===== src/rtl/pipe_pkg.sv =====
// Shared definitions for the elastic register pipeline: count width helper
// and the parameter limits checked at elaboration.
package pipe_pkg;

    localparam int MIN_WIDTH = 1;
    localparam int MIN_DEPTH = 1;

    // Bits needed to represent 0..depth valid stages.
    function automatic int cnt_w(input int depth);
        return $clog2(depth + 1);
    endfunction

    function automatic bit params_ok(input int width, input int depth);
        return (width >= MIN_WIDTH) && (depth >= MIN_DEPTH);
    endfunction

endpackage


===== src/rtl/pipe_stage.sv =====
// One pipeline slot: a valid bit plus a data word, loaded when the slot advances.
// Data only captures real words so bubbles never toggle the data flops.
module pipe_stage #(
    parameter int               WIDTH      = 8,
    parameter logic [WIDTH-1:0] RST_VAL    = '0,
    parameter bit               RESET_DATA = 1'b1
) (
    input  logic             clk,
    input  logic             rst,
    input  logic             clr,
    input  logic             ld,
    input  logic             vin,
    input  logic [WIDTH-1:0] din,
    output logic             v,
    output logic [WIDTH-1:0] d
);

    logic d_ld;

    assign d_ld = ld & vin & ~clr & ~rst;

    // NOTE: sequential state uses non-blocking assignments so every flop samples pre-edge values.
    always_ff @(posedge clk or posedge rst) begin
        if (rst)      v <= 1'b0;
        else if (clr) v <= 1'b0;
        else if (ld)  v <= vin;
    end

    generate
        if (RESET_DATA) begin : g_rst_data
            always_ff @(posedge clk or posedge rst) begin
                if (rst)       d <= RST_VAL;
                else if (d_ld) d <= din;
            end
        end else begin : g_norst_data
            // NOTE: data flops without reset are deliberate; validity comes from v, so reset on d is optional.
            always_ff @(posedge clk) begin
                if (d_ld) d <= din;
            end
        end
    endgenerate

endmodule


===== src/rtl/pipe_reg.sv =====
// Elastic valid/ready register pipeline of DEPTH stages with bubble collapse,
// synchronous flush and a running count of occupied stages.
module pipe_reg
    import pipe_pkg::*;
#(
    parameter int               WIDTH      = 8,
    parameter int               DEPTH      = 3,
    parameter logic [WIDTH-1:0] RST_VAL    = '0,
    parameter bit               RESET_DATA = 1'b1
) (
    input  logic                      clk,
    input  logic                      rst,
    input  logic                      flush,
    input  logic                      in_valid,
    output logic                      in_ready,
    input  logic [WIDTH-1:0]          in_data,
    output logic                      out_valid,
    input  logic                      out_ready,
    output logic [WIDTH-1:0]          out_data,
    output logic [cnt_w(DEPTH)-1:0]   count
);

    localparam int CW = cnt_w(DEPTH);

    if (!params_ok(WIDTH, DEPTH)) begin : g_bad_params
        $fatal(1, "pipe_reg: WIDTH and DEPTH must both be at least 1");
    end

    logic [DEPTH-1:0] v;
    logic [DEPTH-1:0] adv;
    logic [DEPTH-1:0] vin;
    logic [WIDTH-1:0] d   [DEPTH];
    logic [WIDTH-1:0] din [DEPTH];
    logic             in_xfer;
    logic             out_xfer;

    // A stage advances if it is empty or anything downstream of it advances,
    // i.e. out_ready or any empty slot at or beyond it.
    always_comb begin
        logic acc;
        // NOTE: always_comb assigns defaults first so no path leaves a variable unassigned (no latch).
        adv = '0;
        // NOTE: blocking assignment here because acc must carry its updated value to the next iteration.
        acc = out_ready;
        for (int i = DEPTH - 1; i >= 0; i--) begin
            acc    = acc | ~v[i];
            adv[i] = acc;
        end
    end

    generate
        for (genvar i = 0; i < DEPTH; i++) begin : g_stage
            if (i == 0) begin : g_head
                assign vin[i] = in_valid;
                assign din[i] = in_data;
            end else begin : g_body
                assign vin[i] = v[i-1];
                assign din[i] = d[i-1];
            end

            pipe_stage #(
                .WIDTH      (WIDTH),
                .RST_VAL    (RST_VAL),
                .RESET_DATA (RESET_DATA)
            ) u_stage (
                .clk (clk),
                .rst (rst),
                .clr (flush),
                .ld  (adv[i]),
                .vin (vin[i]),
                .din (din[i]),
                .v   (v[i]),
                .d   (d[i])
            );
        end
    endgenerate

    assign in_ready  = adv[0] & ~flush;
    assign out_valid = v[DEPTH-1];
    assign out_data  = d[DEPTH-1];
    assign in_xfer   = in_valid & in_ready;
    assign out_xfer  = out_valid & out_ready;

    always_ff @(posedge clk or posedge rst) begin
        if (rst)                        count <= '0;
        else if (flush)                 count <= '0;
        else if (in_xfer && !out_xfer)  count <= count + CW'(1);
        else if (out_xfer && !in_xfer)  count <= count - CW'(1);
    end

endmodule


===== config.mk =====
export PLATFORM = sky130hd
export DESIGN_NAME = pipe_reg
export DESIGN_NICKNAME = d
export VERILOG_FILES = /design/src/rtl/pipe_pkg.sv /design/src/rtl/pipe_stage.sv /design/src/rtl/pipe_reg.sv
export SDC_FILE = /design/constraint.sdc
export NUM_CORES = 1
export LEC_CHECK = 0
export CAP_MARGIN = 10
export CORE_ASPECT_RATIO = 0.8
export CORE_MARGIN = 4
export CORE_UTILIZATION = 54
export CTS_CLUSTER_DIAMETER = 150
export CTS_CLUSTER_SIZE = 12
export DETAILED_ROUTE_END_ITERATION = 6
export PLACE_DENSITY = 0.83
export SYNTH_ARGS = -nofsm -noshare
export SYNTH_HDL_FRONTEND = slang
export SYNTH_SLANG_ARGS = --single-unit
export TNS_END_PERCENT = 5

===== constraint.sdc =====
create_clock -name clk -period 3.4 [get_ports clk]
set_input_delay 0.51 -clock clk [delete_from_list [all_inputs] [get_ports clk]]
set_output_delay 0.51 -clock clk [all_outputs]
set_load 0.02 [all_outputs]

Yosys cells after proc, flatten, opt, wreduce, memory -nomap -nowiden

Cells that the tools add are included.

Bitwise logic cells: 20
$add $sub $neg: 2
Reduce and logical (&&, ||, !) cells: 8
Mux-type cells: 9

Operator list:

| operator            | count |
|---|---|
| $and 1x1->1         | 12 |
| $mux 1              | 6 |
| $mux 2              | 3 |
| $reduce_bool 2->1   | 3 |
| $not 1->1           | 5 |
| $or 1x1->1          | 3 |
| $reduce_bool 3->1   | 1 |
| $add 2x1->2 const B | 1 |
| $logic_and 1x1->1   | 2 |
| $logic_not 1->1     | 2 |
| $sub 2x1->2 const B | 1 |

Output and inout port bits: 12
Register bits after elaboration: 29
Word-level logic and storage cells: 46

Depth between registers and ports, before layout

Gate-level depths: netlist of the first run.

Depth in word-level cells: 11
Mapped depth: 4
Depth with buffers taken out: 3

Hierarchy

From an unflattened synthesis of the first run, not the netlist that was laid out.

Cell total of the unflattened synthesis: 85
Area total of the unflattened synthesis: 1320.0 sq um

By module, submodules not included:

| module     | instances | seq. area each (sq um) | area an instance (sq um) | cells each |
|---|---|---|---|---|
| pipe_stage | 3         | 225.2                  | 386.6                    | 22 |
| pipe_reg   | 1         | 50.0                   | 160.2                    | 19 |

Least setup slack after synthesis of the first run

OpenSTA, ideal clock, no wires.

Path kind: register to output
Start: register g_stage[2].u_stage.v
End: output port in_ready
Path slack: 1850 ps
Arrival: 1040 ps
Required time: 2890 ps
Cell stages (with the launch flop): 3
Cell sequence: dfrtp_1 -> and4b_4 -> nor2_1

Longest elaborated chain between the ends: 5

Ends and longest elaborated chain:

| item                     | line             | text |
|---|---|---|
| start: declaration       | pipe_stage.sv:14 | `output logic v,` |
| start signal: assignment | pipe_stage.sv:26 | `else if (ld) v <= vin;` |
| $not 1->1                | pipe_reg.sv:46   | `acc = acc \| ~v[i];` |
| $or 1x1->1 (3 in series) | pipe_reg.sv:46   |  |
| $and 1x1->1              | pipe_reg.sv:78   | `assign in_ready = adv[0] & ~flush;` |
| end: declaration         | pipe_reg.sv:15   | `output logic in_ready,` |

No other way between the ends.

Final worst setup path of the first run

Start: input port out_ready
End: output port in_ready

Longest elaborated chain between the ends: 4

Ends and longest elaborated chain:

| item                     | line           | text |
|---|---|---|
| start: declaration       | pipe_reg.sv:18 | `input logic out_ready,` |
| $or 1x1->1 (3 in series) | pipe_reg.sv:46 |  |
| $and 1x1->1              | pipe_reg.sv:78 |  |

No other way between the ends.

==> run_summary.xml, run 1 <==
<?xml version="1.0" encoding="UTF-8"?>
<metrics>
  <group name="synth">
    <metric name="postSynthNetCount" unit="">108</metric>
    <metric name="postSynthCellCount" unit="">95</metric>
    <metric name="synth_warnings" unit="">0</metric>
    <metric name="yosysSeqAreaShare" unit="%">56.2</metric>
    <metric name="synth.lib_cells_used.distinct" unit="">26</metric>
    <metric name="syn-mean-instance-area" unit="sq um">13.6</metric>
    <metric name="ys_ff_latch" unit="">29</metric>
    <metric name="post_synth_instance_area" unit="sq um">1290</metric>
  </group>
  <group name="routing">
    <metric name="ant_nets" unit="">0</metric>
    <metric name="via_count" unit="">776</metric>
    <metric name="ratio_of_routed_vias_to_standard_cells" unit="">5.43</metric>
    <metric name="drtPass1Iterations" unit="">4</metric>
    <metric name="wl" unit="microns">2190</metric>
    <metric name="dr_drc_count" unit="">0</metric>
    <metric name="post_drt_wl_per_cell" unit="microns">15.3</metric>
    <metric name="dr.first_iter.drc_count" unit="">20</metric>
  </group>
  <group name="global_routing">
    <metric name="grt_antenna_before_repair" unit="">0</metric>
    <metric name="via_count_of_the_first_global_routing_pass" unit="">775</metric>
    <metric name="grt_usage" unit="%">16.1</metric>
    <metric name="largest_net_degree_at_the_start_of_global_routing" unit="">30</metric>
    <metric name="grt_remaining_overflow" unit="">0</metric>
    <metric name="grt_first_pass_wirelength" unit="microns">3810</metric>
  </group>
  <group name="sta">
    <metric name="skew" unit="ns">0.0137</metric>
    <metric name="relSlewSlack" unit="%">30.3</metric>
    <metric name="unrepaired_setup_endpoints_after_global_routing" unit="">false</metric>
    <metric name="max_freq" unit="GHz">0.391</metric>
    <metric name="setup-tns-final" unit="ns">0</metric>
    <metric name="setup-violations-final" unit="">0</metric>
    <metric name="timing.final.ws_setup" unit="ns">0.842</metric>
    <metric name="smallest_hold_slack" unit="ns">0.506</metric>
    <metric name="post_route_minimum_period" unit="ns">2.56</metric>
    <metric name="finalHoldViolCount" unit="">0</metric>
    <metric name="worst_pin_slew" unit="ns">1.04</metric>
    <metric name="finalMaxSlewViolations" unit="">0</metric>
    <metric name="final_min_period_over_clock_period" unit="%">75.2</metric>
  </group>
  <group name="cts">
    <metric name="post_cts_resize_count" unit="">0</metric>
    <metric name="cts_root_buf" unit="">clkbuf_4</metric>
    <metric name="insertion_delay" unit="ns">0.32</metric>
    <metric name="cts-root-to-sink-buffers" unit="">2</metric>
    <metric name="postCtsSetupBuffers" unit="">0</metric>
    <metric name="cts_tree" unit="">built</metric>
    <metric name="h_tree_levels" unit="">2</metric>
    <metric name="cts_made_buffers" unit="">5</metric>
    <metric name="postCtsHoldBufs" unit="">0</metric>
    <metric name="clkSinkCount" unit="">29</metric>
    <metric name="clk_pin_slew" unit="ns">0.09</metric>
  </group>
  <group name="min_path">
    <metric name="worstHoldStart" unit="">g_stage[0].u_stage.d[2]</metric>
    <metric name="worstHoldPathType" unit="">register to register</metric>
  </group>
  <group name="die">
    <metric name="core" unit="sq um">2210</metric>
    <metric name="floorplan.initialDensity" unit="%">58.3</metric>
    <metric name="die_area" unit="sq um">3240</metric>
    <metric name="die_height" unit="microns">51.7</metric>
    <metric name="core.rowCount" unit="">15</metric>
    <metric name="design.portCount" unit="">25</metric>
    <metric name="die-width" unit="microns">62.7</metric>
  </group>
  <group name="worst_setup_path">
    <metric name="critPathArrivalTime" unit="ns">2.05</metric>
    <metric name="setup.reg_to_reg.worst_slack" unit="ns">1.75</metric>
    <metric name="setup.worst_path.class" unit="">primary input to primary output</metric>
    <metric name="critPathLaunch" unit="">out_ready</metric>
    <metric name="timing.critical_path.to_type" unit="">primary output</metric>
    <metric name="cp_launch_type" unit="">primary input</metric>
    <metric name="data_required_time_at_the_worst_endpoint" unit="ns">2.89</metric>
    <metric name="crit_fanout" unit="">8</metric>
    <metric name="reg2reg_from" unit="">g_stage[2].u_stage.v</metric>
  </group>
  <group name="place">
    <metric name="gp_routability_congestion" unit="">0.794</metric>
    <metric name="portBuffers" unit="">24</metric>
    <metric name="dp_hpwl" unit="microns">1590</metric>
    <metric name="dp_slack" unit="ns">0.837</metric>
    <metric name="detailed_place.area" unit="sq um">1500</metric>
  </group>
  <group name="cells_and_area">
    <metric name="insertedDiodeCount" unit="">0</metric>
    <metric name="final_net_count" unit="">130</metric>
    <metric name="final_design_area_no_fill" unit="sq um">1580</metric>
    <metric name="drive_gt1_share" unit="%">31.4</metric>
    <metric name="area_delta_synth_final" unit="%">22.6</metric>
    <metric name="final_util" unit="%">71.5</metric>
  </group>
  <group name="status">
    <metric name="run_status" unit="">finished clean</metric>
  </group>
  <group name="pwr">
    <metric name="power_density" unit="nW/um^2">637</metric>
    <metric name="ir_drop" unit="V">0.000471</metric>
    <metric name="p_leak" unit="nW">0.682</metric>
  </group>
  <group name="job">
    <metric name="max_cap_violations" unit="">0</metric>
  </group>
</metrics>
## placed cells by master (no fill, tap or decap), types with 2 or more instances in the layout
cell type        synthesis  routed
o311ai_0                 2       2
clkbuf_4                 0       5
nor2b_1                  2       2
nor3b_1                  2       2
nand3b_1                 2       2
nand2b_1                 2       2
nor2_1                   6       6
dfrtp_1                 29      29
mux2_2                  24      24
inv_1                    2       2
clkdlybuf4s50_1          0      24
## state kept, by name (all words and copies together) (netlist names)
signal             cells
g_stage.u_stage.d     24
g_stage.u_stage.v      3
count                  2
## kinds of logic after synthesis
logic type	share of synthesized area, %
flip-flops	56.2
multiplexers	21.7
AND/OR/NAND/NOR	13.0
buffers and inverters	5.62
AO/OA/AOI/OAI	3.49
## worst paths after layout
path	end	depth (start not counted)
hold reg to reg	g_stage[0].u_stage.d[2]	1
max in group asynchronous	g_stage[1].u_stage.d[1]	2
min in group asynchronous	g_stage[0].u_stage.v	2
hold / removal	g_stage[0].u_stage.d[2]	1
setup / recovery	in_ready	4
setup reg to reg	g_stage[0].u_stage.d[1]	3
## synthesized netlist by cell type, drive strengths merged
cell / n / share of area [%]
and2: 1 / 0.58
mux2i: 1 / 0.78
and4b: 1 / 1.1
o311ai: 2 / 1.4
a21oi: 1 / 0.39
a211oi: 1 / 0.58
inv: 2 / 0.58
mux2: 24 / 21
nor2b: 2 / 0.97
nor3b: 2 / 1.2
nor2: 6 / 1.7
and3b: 1 / 0.78
nand4b: 1 / 0.68
a21boi: 1 / 0.58
dfrtp: 29 / 56
and2b: 1 / 0.68
nand3: 1 / 0.39
buf: 9 / 5.0
o211ai: 1 / 0.58
nand2: 1 / 0.29
nand3b: 3 / 2.0
nor3: 2 / 1.6
nand2b: 2 / 0.97
## routing by layer
metal | part of all wire (%) | vias up | global-route usage (%)
li1 | - | 374 | -
met3 | 3.2 | 4 | 6.91
met4 | 1.9 | 0 | 7.69
met1 | 45 | 387 | 20.8
met5 | 0 | - | 0
met2 | 49 | 11 | 23.4
## power breakdown
group	total, mW	internal (mW)	switching (mW)	leakage, nW
Combinational	0.246	0.144	0.102	0.274
Clock	0.287	0.176	0.111	0.0455
Sequential	0.477	0.432	0.0444	0.362
Total	1.01	0.752	0.257	0.682
## per-stage QoR
step / total power, mW / std cells
3_5_place_dp: 0.734 / 135
3_3_place_gp: 0.720 / 135
4_1_cts: 1.03 / 143
6_report: 1.01 / 143
5_1_grt: 1.07 / 143
2_1_floorplan: 0.665 / 95
## worst max-delay path, stage by stage
cell and delay, ns:
clkdlybuf4s50_1 0.58, and4b_4 0.26, nor2_1 0.08, clkdlybuf4s50_1 0.61
## cell type report
cell class / instances / area, sq um
Fill cell: 160 / 632
Inverter: 2 / 7.51
Clock buffer: 7 / 55.1
Clock inverter: 1 / 30.0
Timing Repair Buffer: 24 / 240
Sequential cell: 29 / 726
Multi-Input combinational cell: 55 / 493
Tap cell: 25 / 31.3
Note: power is estimated with default switching activity, not from simulation.
==> inputs of run 2 (changes only) <==
--- a/config.mk
+++ b/config.mk
@@ -8,11 +8,11 @@
 export CAP_MARGIN = 10
 export CORE_ASPECT_RATIO = 0.8
 export CORE_MARGIN = 4
-export CORE_UTILIZATION = 54
+export CORE_UTILIZATION = 50
 export CTS_CLUSTER_DIAMETER = 150
 export CTS_CLUSTER_SIZE = 12
 export DETAILED_ROUTE_END_ITERATION = 6
-export PLACE_DENSITY = 0.83
+export PLACE_DENSITY = 0.77
 export SYNTH_ARGS = -nofsm -noshare
 export SYNTH_HDL_FRONTEND = slang
 export SYNTH_SLANG_ARGS = --single-unit
==> constraint.sdc (replaced) <==
create_clock -name clk -period 2.4 [get_ports clk]
set_input_delay 0.36 -clock clk [delete_from_list [all_inputs] [get_ports clk]]
set_output_delay 0.36 -clock clk [all_outputs]
set_load 0.02 [all_outputs]
==> run_summary.xml, run 2 (same netlist as run 1, synthesis figures left out) <==
<?xml version="1.0" encoding="UTF-8"?>
<metrics>
  <group name="cts">
    <metric name="clk_pin_slew" unit="ns">0.09</metric>
    <metric name="insertion_delay" unit="ns">0.32</metric>
    <metric name="cts-root-to-sink-buffers" unit="">2</metric>
    <metric name="postCtsSetupBuffers" unit="">0</metric>
    <metric name="cts_made_buffers" unit="">5</metric>
    <metric name="cts_tree" unit="">built</metric>
    <metric name="post_cts_resize_count" unit="">0</metric>
    <metric name="cts_root_buf" unit="">clkbuf_4</metric>
    <metric name="clkSinkCount" unit="">29</metric>
    <metric name="h_tree_levels" unit="">2</metric>
    <metric name="postCtsHoldBufs" unit="">0</metric>
  </group>
  <group name="global_routing">
    <metric name="via_count_of_the_first_global_routing_pass" unit="">807</metric>
    <metric name="grt_antenna_before_repair" unit="">0</metric>
    <metric name="grt_remaining_overflow" unit="">0</metric>
    <metric name="grt_usage" unit="%">15.2</metric>
    <metric name="grt_first_pass_wirelength" unit="microns">3680</metric>
    <metric name="largest_net_degree_at_the_start_of_global_routing" unit="">29</metric>
  </group>
  <group name="job">
    <metric name="max_cap_violations" unit="">0</metric>
  </group>
  <group name="routing">
    <metric name="detailroute.wirelength.met2" unit="microns">998</metric>
    <metric name="wl" unit="microns">2150</metric>
    <metric name="routedLengthMet1" unit="microns">1010</metric>
    <metric name="drtPass1Iterations" unit="">3</metric>
    <metric name="post_drt_wl_per_cell" unit="microns">13.6</metric>
    <metric name="via_count" unit="">795</metric>
    <metric name="dr.first_iter.drc_count" unit="">14</metric>
    <metric name="top_layer_used" unit="">met4</metric>
    <metric name="routed-wl-met3" unit="microns">127</metric>
    <metric name="ratio_of_routed_vias_to_standard_cells" unit="">5.03</metric>
    <metric name="ant_nets" unit="">0</metric>
    <metric name="dr_drc_count" unit="">0</metric>
  </group>
  <group name="place">
    <metric name="portBuffers" unit="">24</metric>
    <metric name="post-place-cells" unit="">150</metric>
    <metric name="dp_hpwl" unit="microns">1510</metric>
    <metric name="dp_slack" unit="ns">0.267</metric>
    <metric name="detailed_place.area" unit="sq um">1540</metric>
    <metric name="gp_routability_congestion" unit="">0.801</metric>
  </group>
  <group name="die">
    <metric name="die-width" unit="microns">64.8</metric>
    <metric name="die_area" unit="sq um">3460</metric>
    <metric name="design.portCount" unit="">25</metric>
    <metric name="core" unit="sq um">2460</metric>
    <metric name="core.rowCount" unit="">16</metric>
    <metric name="floorplan.initialDensity" unit="%">52.4</metric>
    <metric name="die_height" unit="microns">53.5</metric>
  </group>
  <group name="sta">
    <metric name="finalHoldViolCount" unit="">0</metric>
    <metric name="finalMaxSlewViolations" unit="">0</metric>
    <metric name="post_route_minimum_period" unit="ns">2.11</metric>
    <metric name="setup-tns-final" unit="ns">0</metric>
    <metric name="worst_pin_slew" unit="ns">0.484</metric>
    <metric name="unrepaired_setup_endpoints_after_global_routing" unit="">false</metric>
    <metric name="smallest_hold_slack" unit="ns">0.298</metric>
    <metric name="timing.final.ws_setup" unit="ns">0.292</metric>
    <metric name="final_min_period_over_clock_period" unit="%">87.8</metric>
    <metric name="max_freq" unit="GHz">0.474</metric>
    <metric name="relSlewSlack" unit="%">67.7</metric>
    <metric name="setup-violations-final" unit="">0</metric>
    <metric name="skew" unit="ns">0.00704</metric>
  </group>
  <group name="cells_and_area">
    <metric name="largest_register" unit="">g_stage.u_stage.d</metric>
    <metric name="final_design_area_no_fill" unit="sq um">1610</metric>
    <metric name="layout.cells.most_common" unit="">dfrtp_1</metric>
    <metric name="flip_flop_count_of_the_largest_register_after_layout" unit="">24</metric>
    <metric name="top_library_cells_by_usage_in_the_layout_fill_and_taps_aside" unit="">dfrtp_1 (29), mux2_2 (24), clkdlybuf4s50_1 (24), nor2_1 (6), clkbuf_4 (5)</metric>
    <metric name="insertedDiodeCount" unit="">0</metric>
    <metric name="drive_gt1_share" unit="%">34.4</metric>
    <metric name="area_delta_synth_final" unit="%">24.8</metric>
    <metric name="fin_cells" unit="">158</metric>
    <metric name="final_net_count" unit="">134</metric>
    <metric name="largest_registers" unit="">g_stage.u_stage.d x24, g_stage.u_stage.v x3, count x2</metric>
  </group>
  <group name="worst_setup_path">
    <metric name="crit_fanout" unit="">4</metric>
    <metric name="critPathArrivalTime" unit="ns">1.75</metric>
    <metric name="setup.worst_path.class" unit="">primary input to primary output</metric>
    <metric name="timing.critical_path.to_type" unit="">primary output</metric>
    <metric name="data_required_time_at_the_worst_endpoint" unit="ns">2.04</metric>
    <metric name="cp_launch_type" unit="">primary input</metric>
  </group>
  <group name="pwr">
    <metric name="power_density" unit="nW/um^2">844</metric>
    <metric name="ir_drop" unit="V">0.000398</metric>
    <metric name="p_leak" unit="nW">0.698</metric>
  </group>
  <group name="min_path">
    <metric name="worstHoldPathType" unit="">primary input to async pin</metric>
  </group>
  <group name="status">
    <metric name="run_status" unit="">finished clean</metric>
  </group>
</metrics>
-- run 2: area by class of cell --
type                            instances  area, sq um
Timing Repair Buffer                   28          270
Multi-Input combinational cell         55          493
Sequential cell                        29          726
Fill cell                             187          851
Clock inverter                          1         5.00
Tap cell                               36         45.0
Inverter                                2         7.51
Clock buffer                            7         65.1
-- run 2: per-stage QoR --
| step | total power, mW | util [%] |
|---|---|---|
| 6_report | 1.36 | 65.4 |
| 3_3_place_gp | 1.02 | 62.6 |
| 4_1_cts | 1.38 | 65.4 |
| 2_1_floorplan | 0.943 | - |
| 5_1_grt | 1.44 | 65.4 |
| 3_5_place_dp | 1.04 | 62.6 |
-- run 2: worst paths after layout --
check                                             start                       to  slack (ns)  cells past startpoint
min in group clk                g_stage[0].u_stage.d[2]  g_stage[0].u_stage.d[2]        0.51                      1
worst min register to register  g_stage[0].u_stage.d[2]  g_stage[0].u_stage.d[2]        0.51                      1
max in group asynchronous                           rst  g_stage[1].u_stage.d[5]        1.58                      3
worst max register to register     g_stage[2].u_stage.v  g_stage[2].u_stage.d[2]        0.87                      3
worst min-delay path                                rst                 count[0]        0.30                      2
worst max-delay path                          out_ready                 in_ready        0.29                      4
-- run 2: power by group --
group | switching [mW] | internal (mW) | leakage, nW
Combinational | 0.145 | 0.207 | 0.295
Sequential | 0.0595 | 0.612 | 0.362
Clock | 0.167 | 0.170 | 0.0413
Total | 0.371 | 0.989 | 0.698
-- run 2: per-layer routing --
| metal | global-route usage, % | vias to the layer above |
|---|---|---|
| met1 | 17.9 | 386 |
| met5 | 0 | - |
| met3 | 5.31 | 2 |
| met4 | 9.47 | 0 |
| li1 | - | 386 |
| met2 | 23.8 | 21 |
-- run 2: worst max-delay path: stages --
cell	delay, ns
clkdlybuf4s50_1	0.47
and4b_4	0.22
nor2_1	0.08
clkdlybuf4s50_1	0.61
